### src/rtl/rbsp_pkg.sv
// Shared constants for the RBSP bit buffer and the syntax parsers that read it.
package rbsp_pkg;
   localparam int BUF_BITS = 64;
   localparam int WIN_BITS = 32;
   localparam int FILL_W   = 7;
   localparam int FWD_W    = 6;

   typedef enum logic [1:0] {
      CMD_NONE,
      CMD_FWD,
      CMD_ALIGN,
      CMD_FLUSH
   } cmd_e;
endpackage

### src/rtl/rbsp_bit_packer.sv
// Combinational shift/insert: drops i_shift consumed bits from the MSB end of the
// buffer and, when i_wr is set, appends i_byte right after the remaining bits.
module rbsp_bit_packer
   import rbsp_pkg::*;
#(
   parameter int BUF_BITS = rbsp_pkg::BUF_BITS
) (
   input  logic [BUF_BITS-1:0] i_buf,
   input  logic [FILL_W-1:0]   i_fill,
   input  logic [FWD_W-1:0]    i_shift,
   input  logic [7:0]          i_byte,
   input  logic                i_wr,
   output logic [BUF_BITS-1:0] o_buf,
   output logic [FILL_W-1:0]   o_fill
);

   logic [FILL_W-1:0]   w_fill_rem;
   logic [BUF_BITS-1:0] w_ins;

   // The write condition keeps w_fill_rem <= BUF_BITS-8, so the byte never truncates.
   assign w_fill_rem = i_fill - FILL_W'(i_shift);
   assign w_ins      = {i_byte, {(BUF_BITS-8){1'b0}}} >> w_fill_rem;
   assign o_buf      = (i_buf << i_shift) | (i_wr ? w_ins : '0);
   assign o_fill     = w_fill_rem + (i_wr ? FILL_W'(8) : '0);

endmodule

### src/rtl/rbsp_buffer.sv
// MSB-aligned RBSP bit buffer: pulls bytes from the NAL reader and serves a
// peek window plus forward/align/flush commands to the syntax parsers.
module rbsp_buffer
   import rbsp_pkg::*;
#(
   parameter int BUF_BITS = rbsp_pkg::BUF_BITS,
   parameter int WIN_BITS = rbsp_pkg::WIN_BITS
) (
   input  logic                clk,
   input  logic                rst,
   input  logic                ena,
   input  logic [7:0]          rbsp_data_in,
   input  logic                rbsp_valid_in,
   output logic                rd_req_out,
   input  logic                forward_valid_in,
   input  logic [FWD_W-1:0]    forward_len_in,
   input  logic                align_in,
   input  logic                flush_in,
   output logic [WIN_BITS-1:0] window_out,
   output logic [FILL_W-1:0]   fill_bits_out,
   output logic [31:0]         bit_offset_out,
   output logic                underflow_err_out
);

   logic [BUF_BITS-1:0] r_buf;
   logic [FILL_W-1:0]   r_fill;
   logic [31:0]         r_bit_off;
   logic                r_err;

   cmd_e                w_cmd;
   logic [FWD_W-1:0]    w_shift;
   logic                w_err_set;
   logic                w_wr;
   logic [BUF_BITS-1:0] w_buf_next;
   logic [FILL_W-1:0]   w_fill_next;

   always_comb begin
      w_cmd = CMD_NONE;
      if (flush_in)              w_cmd = CMD_FLUSH;
      else if (align_in)         w_cmd = CMD_ALIGN;
      else if (forward_valid_in) w_cmd = CMD_FWD;
   end

   // Over-length forwards (including the illegal >WIN_BITS range) consume nothing.
   always_comb begin
      w_shift   = '0;
      w_err_set = 1'b0;
      case (w_cmd)
         CMD_ALIGN: w_shift = FWD_W'(r_fill[2:0]);
         CMD_FWD: begin
            if (forward_len_in <= FWD_W'(WIN_BITS) && FILL_W'(forward_len_in) <= r_fill)
               w_shift = forward_len_in;
            else
               w_err_set = 1'b1;
         end
         default: ;
      endcase
   end

   assign rd_req_out = ena & ~rst & ~flush_in & (r_fill <= FILL_W'(BUF_BITS-8));
   assign w_wr       = rd_req_out & rbsp_valid_in;

   rbsp_bit_packer #(.BUF_BITS(BUF_BITS)) u_packer (
      .i_buf   (r_buf),
      .i_fill  (r_fill),
      .i_shift (w_shift),
      .i_byte  (rbsp_data_in),
      .i_wr    (w_wr),
      .o_buf   (w_buf_next),
      .o_fill  (w_fill_next)
   );

   always_ff @(posedge clk) begin
      if (rst) begin
         r_buf     <= '0;
         r_fill    <= '0;
         r_bit_off <= '0;
         r_err     <= 1'b0;
      end else if (ena) begin
         if (w_cmd == CMD_FLUSH) begin
            r_buf     <= '0;
            r_fill    <= '0;
            r_bit_off <= '0;
            r_err     <= 1'b0;
         end else begin
            r_buf     <= w_buf_next;
            r_fill    <= w_fill_next;
            r_bit_off <= r_bit_off + 32'(w_shift);
            r_err     <= r_err | w_err_set;
         end
      end
   end

   assign window_out        = r_buf[BUF_BITS-1 -: WIN_BITS];
   assign fill_bits_out     = r_fill;
   assign bit_offset_out    = r_bit_off;
   assign underflow_err_out = r_err;

endmodule

### config.mk
export PLATFORM = sky130hd
export DESIGN_NAME = rbsp_buffer
export DESIGN_NICKNAME = d
export VERILOG_FILES = /design/src/rtl/rbsp_pkg.sv /design/src/rtl/rbsp_bit_packer.sv /design/src/rtl/rbsp_buffer.sv
export SDC_FILE = /design/constraint.sdc
export NUM_CORES = 1
export LEC_CHECK = 0
export ABC_AREA = 1
export ABC_CLOCK_PERIOD_IN_PS = 6500
export CAP_MARGIN = 20
export CORE_UTILIZATION = 57
export CTS_CLUSTER_SIZE = 40
export DETAILED_ROUTE_END_ITERATION = 10
export GPL_TIMING_DRIVEN = 0
export PLACE_DENSITY = 0.87
export SLEW_MARGIN = 10
export SYNTH_ARGS = -nofsm -noshare
export SYNTH_HDL_FRONTEND = slang
export SYNTH_SLANG_ARGS = --single-unit
### constraint.sdc
create_clock -name clk -period 6.5 [get_ports clk]
set_input_delay 1.95 -clock clk [delete_from_list [all_inputs] [get_ports clk]]
set_output_delay 1.95 -clock clk [all_outputs]
set_load 0.005 [all_outputs]
==> impl_metrics.toml <==
[synthesis]
synth_top_cell_area_share_pct = 29.4
synth_seq_cells = 104
ys_types = 38
yosysTopAreaCell = "nand3_1"
syn_area_per_cell_um2 = 5.56
synth_fp_nets = 2011
syn-instance-count = 1966
ys_seq_area_share_pct = 19.0
synth.area.top_cells = "nand3_1 (29%), nand2_1 (20%), dfxtp_1 (19%)"
ys_warn_count = 0
syn_area_um2 = 10900
synth_edf_count = 0
synth-async-reset-ratio_pct = 0
synthFlopType = "dfxtp_1"

[placement]
dp_hpwl_mm = 42.0
gp_congestion = 1.24
io_buffers = 92
place_area_um2 = 12200

[global_route]
grt_pass1_wl_mm = 80.5
grt_max_degree = 23
antenna_found_initial = 2
overflow = 0
grt_pass1_vias = 13800
grt_use_total_pct = 54.6

[cells_and_area]
fill_cells = 1778
design_area_um2 = 12600
nets = 2116
multiInputGateArea_um2 = 7560
drive_above_1_share_pct = 8.24
seqCellArea_um2 = 2080
area_growth_pct = 15.6
diodes = 0

[route]
via_per_inst = 6.68
drtIter0Drc = 2784
ant_nets = 0
vias = 15400
detail_route.wl_per_cell_um = 23.5
routed_wl_mm = 54.3
drc = 3
dr.pass1.iters = 11

[timing]
tightest_slew_ps = 964
hold_violations = 0
finalCritPeriodShare_pct = 97.6
hold_ws_ps = 471
max_clock_freq_mhz = 158
period_minus_slack_ps = 6340
relSlewSlack_pct = 35.7
fin_skew_ps = 41.5
setup_viol = 0
slew_violations = 0

[power_and_ir_drop]
power.internal_mw = 1.01
p_per_area_nw_per_um2 = 125
combinationalPowerShare_pct = 19.8
p_leak_nw = 5.62
power.switching_mw = 0.578
fin_total_pwr_mw = 1.59
pwr-share-seq_pct = 40.7
ir_worst_vdd_mv = 0.139
clkPwrFrac_pct = 39.5
swShare_pct = 36.5

[die]
top_level_ports = 94
start_util_pct = 58.2
core_um2 = 18800
die_area_um2 = 19700
die_y_um = 140
die_w_um = 140
row_count = 50

[setup_path]
cp_slowest_cell = "clkdlybuf4s50_1"
criticalPathCategory = "input port to register"
crit-reg2reg-launch = "fill_bits_out[2]"
end_kind = "register"
slowest_delay_ps = 460
path_max_fanout = 10
endpoint = "r_buf[32]"
arrival_ps = 6660
reg2regPathDepth = 21
critPathRequiredTime_ps = 6820
crit_start = "flush_in"
cp-start-kind = "input port"
timing.reg2reg.setup_slack_ps = 1630
rr_endpoint = "r_buf[42]"

[cts]
path_clk_slew_ps = 90
htree_num_levels = 3
cts.path.max_buffers = 2
cts_root_buffer = "clkbuf_16"
numCtsBuffers = 9
cts_sinks = 104
cts_tree = "built"
clk_latency_ps = 410

[min_path]
hold_class = "register to register"

[job]
cap_violations = 0

[outcome]
violations = "design-rule violations"
status = "finished, violations left"
## state kept, by name, summed over array words and instances (netlist names)
name	cells
bit_offset_out	32
underflow_err_out	1
r_buf	64
fill_bits_out	7
## cells in the mapped netlist, types with 2 or more instances
cell / n
ha_1: 22
buf_6: 6
nand4_1: 41
nor2_1: 44
o21ai_1: 12
nand3b_1: 8
nor4_1: 4
xor2_1: 2
dfxtp_1: 104
a2bb2oi_1: 2
fa_1: 2
nand2_4: 6
buf_2: 39
clkbuf_1: 61
inv_1: 134
nand3_1: 643
nor2_4: 2
nand3_2: 6
xnor2_1: 2
nand2_2: 10
buf_4: 46
nor3_2: 2
o21a_1: 2
nor3_1: 17
inv_2: 8
a21oi_1: 113
o21ai_0: 27
nand2_1: 581
buf_1: 11
## how the worst min path moves through the flow
stage	start	to	slack, ps	cells after the start
floorplan	r_buf[22]	r_buf[22]	450	2
global placement	bit_offset_out[31]	bit_offset_out[31]	440	1
detailed placement	r_buf[30]	r_buf[30]	460	2
CTS	r_buf[30]	r_buf[30]	470	2
global route	r_buf[30]	r_buf[30]	490	2
finish	r_buf[26]	r_buf[26]	470	2
## layout by cell type (no fill, tap or decap), types with 2 or more instances in the layout
cell type        synthesis  routed
buf_2                   39      32
nor3_2                   2       3
buf_1                   11      11
xor2_1                   2       2
buf_4                   46      52
nand2_1                581     575
fa_1                     2       2
ha_4                     0       2
clkdlybuf4s50_1          0      91
o21ai_0                 27      27
nand2_2                 10      16
nor2_4                   2       2
o21a_1                   2       2
nand3b_1                 8       8
dfxtp_1                104     104
nor4_1                   4       4
a21oi_1                113     111
clkbuf_16                0       9
a21oi_2                  1       2
nor2_1                  44      43
nor2_2                   1       2
nand4_1                 41      41
nand3_1                643     637
a2bb2oi_1                2       2
inv_6                    0       3
ha_1                    22      20
nand3_2                  6      11
inv_2                    8       9
nor3_1                  17      15
nand2_4                  6       6
o21ai_1                 12      12
buf_6                    6       9
inv_1                  134     134
clkinv_8                 0       3
xnor2_2                  0       2
clkbuf_4                 0       2
nand3_4                  1       2
clkbuf_1                61      59
## power by group through the flow
stage | Combinational [mW] | Sequential [mW] | Clock [mW]
2_1_floorplan | 0.180 | 0.659 | 0
4_1_cts | 0.287 | 0.645 | 0.602
3_5_place_dp | 0.284 | 0.660 | 0
3_3_place_gp | 0.280 | 0.660 | 0
6_report | 0.314 | 0.645 | 0.626
5_1_grt | 0.328 | 0.646 | 0.639
## area by class of cell
class,instances,share of cell area (%)
buffer,160,7.03
clock buffer,9,1.78
clock inverter,7,0.723
inverter,143,4.25
multi-input combinational,1556,59.8
sequential,104,16.5
tap,234,2.32
timing repair buffer,97,7.63
## worst max-delay path: cells and delay by family
family                     cells  cell delay [ps]
AOI/OAI and AO/OA              4              510
xor gates and xnor gates       1              160
adders and majority gates      2              730
buffers and inverters          8             1540
and+or+nand+nor               11             1750
## cell families after synthesis
family,Yosys count,synth area share (%)
flip-flops,104,19.0
AND/OR/NAND/NOR,1368,57.3
XOR/XNOR,4,0.321
adder cells (fa/ha/maj),24,2.88
buffers and inverters,306,12.9
AO/OA/AOI/OAI,160,7.53
## metal layers
layer  routed length (um)  track usage [%]  vias up
met4                 5240             42.4        6
met5                  100             2.76        -
met3                 8580             23.6      373
li1                     -                -     6818
met1                19400             64.7     6792
met2                21000             76.9     1448
## what timing repair did
item	4_1_cts	5_1_grt
resized for setup	6	31
endpoints found under the setup margin	64	72
pin swaps	1	5
setup buffers	1	2
hold buffers	0	0
gates cloned	0	0
## metrics by stage
stage	setup slack, ps	util, %	instances	setup TNS (ps)
floorplan	846	-	1966	0
global placement	-894	64.7	2292	-43400
detailed placement	-949	64.8	2294	-48170
CTS	11.8	66.7	2310	0
global route	-8.85	67.4	2310	-13.1
finish	155	67.4	2310	0
(Power assumes the default switching activity.)
